==> src/rtl/baud_frame_gen.sv <==
// baud_frame_gen: runtime-configurable UART bit-timing engine.
// One trigger times one serial frame (start, data, optional parity, stop bits)
// using a divisor and frame format captured when the frame starts. A single
// bit_tick per bit marks either the bit start (TX shifting) or the bit centre
// (RX sampling). enable pauses a running frame; abort drops it without finish.
module baud_frame_gen #(
    parameter int unsigned DIV_W       = 16,
    parameter int unsigned DEFAULT_DIV = 10416
) (
    input  logic             sysclk,
    input  logic             reset,
    input  logic             enable,
    input  logic             trigger,
    input  logic             abort,
    input  logic             div_load,
    input  logic [DIV_W-1:0] div,
    input  logic             mode,
    input  logic [1:0]       data_bits,
    input  logic             parity_en,
    input  logic             stop2,
    output logic             busy,
    output logic             bit_tick,
    output logic [3:0]       bit_index,
    output logic             finish
);

    typedef enum logic {
        IDLE = 1'b0,
        RUN  = 1'b1
    } state_t;

    localparam logic [DIV_W-1:0] DIV_RESET = DIV_W'(DEFAULT_DIV);
    localparam logic [DIV_W-1:0] DIV_MIN   = DIV_W'(2);
    localparam logic [DIV_W-1:0] CNT_ONE   = DIV_W'(1);

    // Registered state.
    state_t           state;
    logic [DIV_W-1:0] cnt;
    logic [3:0]       idx;
    logic             finish_q;
    logic [DIV_W-1:0] div_reg;

    // Frame configuration frozen at trigger acceptance.
    logic [DIV_W-1:0] per_reg;
    logic             mode_reg;
    logic [3:0]       nbits_reg;

    // Next-state values from the combinational FSM process.
    state_t           state_n;
    logic [DIV_W-1:0] cnt_n;
    logic [3:0]       idx_n;
    logic             finish_n;
    logic             latch_cfg;

    // Derived timing values.
    logic [DIV_W-1:0] per_clamped;
    logic [3:0]       nbits_new;
    logic [DIV_W-1:0] tick_point;
    logic [DIV_W-1:0] last_cnt;
    logic             accept;
    logic             bit_end;
    logic             frame_end;

    // Divisor register; a load strobe is honoured whether or not a frame runs.
    always_ff @(posedge sysclk) begin
        if (reset) begin
            div_reg <= DIV_RESET;
        end else if (div_load) begin
            div_reg <= div;
        end
    end

    // Divisors below two cannot give a distinct mid-bit point, so clamp them.
    always_comb begin
        per_clamped = (div_reg < DIV_MIN) ? DIV_MIN : div_reg;
    end

    // Frame length in bits: start + data (5..8) + optional parity + 1 or 2 stops.
    always_comb begin
        nbits_new = 4'd1 + (4'd5 + {2'b00, data_bits}) + {3'b000, parity_en}
                  + (stop2 ? 4'd2 : 4'd1);
    end

    // Timing values of the running frame, derived from the frozen configuration.
    always_comb begin
        tick_point = mode_reg ? (per_reg >> 1) : '0;
        last_cnt   = per_reg - CNT_ONE;
        accept     = (state == IDLE) && trigger && enable && !abort;
        bit_end    = (cnt == last_cnt);
        frame_end  = bit_end && (idx == (nbits_reg - 4'd1));
    end

    // Capture divisor, tick mode and frame length when a frame starts so that
    // later configuration changes only affect the next frame.
    always_ff @(posedge sysclk) begin
        if (reset) begin
            per_reg   <= DIV_MIN;
            mode_reg  <= 1'b0;
            nbits_reg <= 4'd7;
        end else if (latch_cfg) begin
            per_reg   <= per_clamped;
            mode_reg  <= mode;
            nbits_reg <= nbits_new;
        end
    end

    // Next-state logic: start, pause, bit wrap, normal end and abort handling.
    always_comb begin
        state_n   = state;
        cnt_n     = cnt;
        idx_n     = idx;
        finish_n  = 1'b0;
        latch_cfg = 1'b0;
        unique case (state)
            IDLE: begin
                cnt_n = '0;
                idx_n = 4'd0;
                if (accept) begin
                    state_n   = RUN;
                    latch_cfg = 1'b1;
                end
            end
            RUN: begin
                if (abort) begin
                    state_n = IDLE;
                    cnt_n   = '0;
                    idx_n   = 4'd0;
                end else if (enable) begin
                    if (frame_end) begin
                        state_n  = IDLE;
                        cnt_n    = '0;
                        idx_n    = 4'd0;
                        finish_n = 1'b1;
                    end else if (bit_end) begin
                        cnt_n = '0;
                        idx_n = idx + 4'd1;
                    end else begin
                        cnt_n = cnt + CNT_ONE;
                    end
                end
            end
            default: begin
                state_n = IDLE;
                cnt_n   = '0;
                idx_n   = 4'd0;
            end
        endcase
    end

    // State, bit counter, bit index and finish pulse registers.
    always_ff @(posedge sysclk) begin
        if (reset) begin
            state    <= IDLE;
            cnt      <= '0;
            idx      <= 4'd0;
            finish_q <= 1'b0;
        end else begin
            state    <= state_n;
            cnt      <= cnt_n;
            idx      <= idx_n;
            finish_q <= finish_n;
        end
    end

    // Outputs; the tick is combinational from the registered counter and is
    // suppressed while paused.
    always_comb begin
        busy      = (state == RUN);
        bit_tick  = (state == RUN) && enable && (cnt == tick_point);
        bit_index = idx;
        finish    = finish_q;
    end

endmodule

==> config.mk <==
export PLATFORM = sky130hd
export DESIGN_NAME = baud_frame_gen
export DESIGN_NICKNAME = d
export VERILOG_FILES = /design/src/rtl/baud_frame_gen.sv
export SDC_FILE = /design/constraint.sdc
export NUM_CORES = 1
export LEC_CHECK = 0
export BUFFER_PORTS_ARGS = -buffer_cell sky130_fd_sc_hd__buf_4
export CAP_MARGIN = 25
export CELL_PAD_IN_SITES_DETAIL_PLACEMENT = 1
export CELL_PAD_IN_SITES_GLOBAL_PLACEMENT = 1
export CORE_ASPECT_RATIO = 1.25
export CORE_UTILIZATION = 30
export DETAILED_ROUTE_END_ITERATION = 10
export PLACE_DENSITY = 0.55
export SKIP_CTS_REPAIR_TIMING = 1
export SYNTH_ARGS = -nofsm -noshare
export SYNTH_HDL_FRONTEND = slang
export SYNTH_SLANG_ARGS = --single-unit
==> constraint.sdc <==
create_clock -name sysclk -period 4.1 [get_ports sysclk]
set_input_delay 0.615 -clock sysclk [delete_from_list [all_inputs] [get_ports sysclk]]
set_output_delay 0.615 -clock sysclk [all_outputs]
set_load 0.02 [all_outputs]
==> results by group <==
Status
  • Status: finished clean

STA
  • Final min period: roughly 3.3 ns
  • RSZ-0062 raised after global routing: no
  • Final period util: about 81%
  • Fmax: 301 MHz
  • Slew Limit Fails: 0
  • Hold Vio Cnt, Final: 0
  • Skew final: 0.00835 ns
  • Setup TNS: 0 ns
  • Fin worst setup slack: 0.782 ns
  • Worst slew margin: 40.7%
  • Worst-Margin Slew: about 0.89 ns
  • Final setup viols: 0

Drt
  • Drt pass-1 iters: 4
  • Initial DRC count: roughly 140
  • Residual DRC: 0
  • DRT antenna net count: 0
  • DR vias: between 3000 and 4000
  • Wire length per cell: 16.8 microns
  • Routed wire length: 9.67 mm
  • Routed vias/inst: 5.33

Finish
  • Synth-to-Final Area Change: 17.8%
  • Layout Nets: around 470
  • Multi-input gate area: 2040 sq um
  • Final-layout fill cell count: 1315
  • Ant diodes: 0
  • Storage element area: around 1200 sq um
  • Share of layout cells above drive strength 1: 15.5%

Floorplanning
  • Total core area: ~11000 sq um
  • I/O pin cnt: 34
  • Die height: ~120 microns
  • Initial core utilization: just over 30%
  • Die ar.: around 12000 sq um
  • FP Rows: between 40 and 50
  • Die width: 97.8 microns

Setup path
  • Crit path kind: reg -> reg
  • Startpoint Class: flop
  • Data required, critical path: around 4.3 ns
  • Crit path DAT: 3.48 ns
  • Reg2reg start: per_reg[1]$_SDFFE_PP1P_
  • Endpoint type of the worst setup path: flop
  • Critical path peak fanout: 15
  • Reg2reg end: busy$_SDFF_PP0_
  • Reg2Reg Depth: 9
  • R2r setup slk: just under 0.8 ns

Placed design
  • Port Buffers: 33
  • Gp weighted congestion: just over 0.8
  • Final HPWL DP: between 7 and 8 mm
  • Worst slack at placement: ~0.74 ns

Global route
  • GRT Residual Overflow: 0
  • GRT Util Overall: about 17%
  • Initial antenna violation count: 0
  • Vias in the first global route: 3091
  • Largest net degree at the start of global routing: 41
  • Global-route wire length before repair: about 16 mm

Flow run
  • Max Cap Viol: 0

Min path
  • Worst hold start: div_reg[5]$_SDFFE_PP1P_
  • Worst hold path depth: 2
  • Hold EP: per_reg[5]$_SDFFE_PP0P_
  • Hold Crit Class: reg -> reg

Clock tree
  • CTS root buf: clkbuf_16
  • Clk pin slew, worst setup/hold paths: ~0.050 ns
  • CTS H-Tree Depth: 3
  • CTS tree: yes
  • Clk buf depth: 2
  • Later-pin clock latency in the skew report: about 0.34 ns
  • CTS Buf Count: 9
  • Clk sinks: 59

Synthesis
  • Ys Warns: 0
  • Post-synth EDFFs: 0
  • Synthesis-stage register bit count: roughly 60
  • Most frequent cell after synthesis: dfxtp_1
  • Area share of the largest cell type after synthesis: 34.4%
  • Cell taking the most area after synthesis: dfxtp_1
  • Post-synth top cells: dfxtp_1 (59), nand2_1 (48), nor2_1 (41), xnor2_1 (28), a21oi_1 (22)
  • Sequential area share after synthesis: about a third
  • Post-synth cell types: between 60 and 70
  • Area of the mapped netlist: 3440 sq um
  • Cells after Synth: 419
  • Syn Nets: ~450
  • Asr flop ratio synth: 0%
  • Syn avg cell area: between 8 and 9 sq um
  • Top cells by area, synth: dfxtp_1 (34%), xnor2_1 (7.1%), nand2_1 (5.2%), nor2_1 (4.5%), xor2_1 (3.8%)
  • Most used DFF post-synth: dfxtp_1

Power and ir drop
  • Pwr dens: about 400 nW/um^2
  • VDD IR max: 0.151 mV
  • Leakage: 1.55 nW
[worst max path at each step]
stage	startpoint	to	cells after the start
finish	per_reg[1]$_SDFFE_PP1P_	busy$_SDFF_PP0_	9
global route	per_reg[1]$_SDFFE_PP1P_	busy$_SDFF_PP0_	9
CTS	per_reg[1]$_SDFFE_PP1P_	busy$_SDFF_PP0_	9
detailed placement	per_reg[1]$_SDFFE_PP1P_	busy$_SDFF_PP0_	9
global placement	per_reg[1]$_SDFFE_PP1P_	busy$_SDFF_PP0_	9
floorplan	per_reg[1]$_SDFFE_PP1P_	bit_index[3]$_SDFFE_PP0P_	10
[metrics by stage]
step / total power [W] / utilization, % / instance area [sq um] / std cells / hold slack (ns)
final: 0.00158 / 36.4 / 4050 / 574 / 0.471
after global routing: 0.00164 / 36.4 / 4050 / 574 / 0.483
after CTS: 0.00159 / 36.3 / 4050 / 573 / 0.474
after detailed placement: 0.000769 / 33.5 / 3730 / 557 / 0.466
after global placement: 0.000767 / 33.5 / 3730 / 557 / 0.457
after floorplan: 0.000719 / - / 3440 / 419 / 0.440
[cells by family (layout without fill, tap and decap cells)]
| family | after synthesis | in the layout | synth area share (%) |
|---|---|---|---|
| AND/OR/NAND/NOR | 167 | 167 | 25.8 |
| AO/OA/AOI/OAI | 76 | 76 | 15.6 |
| flip-flops | 59 | 59 | 34.4 |
| buffers and inverters | 53 | 73 | 6.40 |
| XOR/XNOR | 43 | 43 | 11.0 |
| multiplexers | 13 | 13 | 3.78 |
| adder cells (fa/ha/maj) | 8 | 8 | 3.13 |
[worst max-delay path: stages, from the launching register on]
cell and delay [ns]:
dfxtp_1 0.36, inv_1 0.09, ha_1 0.31, nor4b_2 0.47
nand4_1 0.24, xnor2_1 0.17, a211oi_1 0.28, o2111ai_2 0.33
o31ai_4 0.63, o221ai_1 0.26
[report_power, final]
part | internal, W | switching (W)
Sequential | 0.000591 | 0.0000230
Combinational | 0.0000666 | 0.0000752
Clock | 0.000529 | 0.000292
Total | 0.00119 | 0.000390
[cell usage in the layout, fill, tap and decap left out, types with 2 or more instances in the layout]
cell        instances
nor4_2              2
o311ai_0            2
clkbuf_16           9
xnor2_1            28
o21ai_1             2
nor3b_1             2
dfxtp_1            59
nand3b_1            3
nand2_1            48
and3_1              7
ha_1                7
a21oi_1            22
clkinv_2            2
inv_1              21
bufinv_16           2
a22o_1              2
nand3_1            15
nor3_1              8
clkinvlp_4          3
xor2_1             15
nor4_1             11
nor2b_1             5
a31oi_1             2
mux2i_1            13
a211o_1             8
nor2_1             41
nand2b_1            2
a211oi_1            4
o21ai_0             9
a32oi_1             2
nand4_1             6
buf_4              35
o22ai_1             6
or4_1               4
[final cells by class]
class,instances,share of cell area [%]
timing repair buffer,36,6.61
multi-input combinational,307,50.3
inverter,21,1.95
clock buffer,9,5.56
tap,135,4.17
clock inverter,7,2.29
sequential,59,29.2
[routing by layer]
metal  track usage (%)  vias to the layer above  share of wire [%]
met4              10.6                        0                4.3
met5                 0                        -                  0
met1              21.5                     1469                 45
met3              2.35                       23                2.6
li1                  -                     1505                  -
met2              29.0                       60                 48
Note: power is estimated with default switching activity, not from simulation.
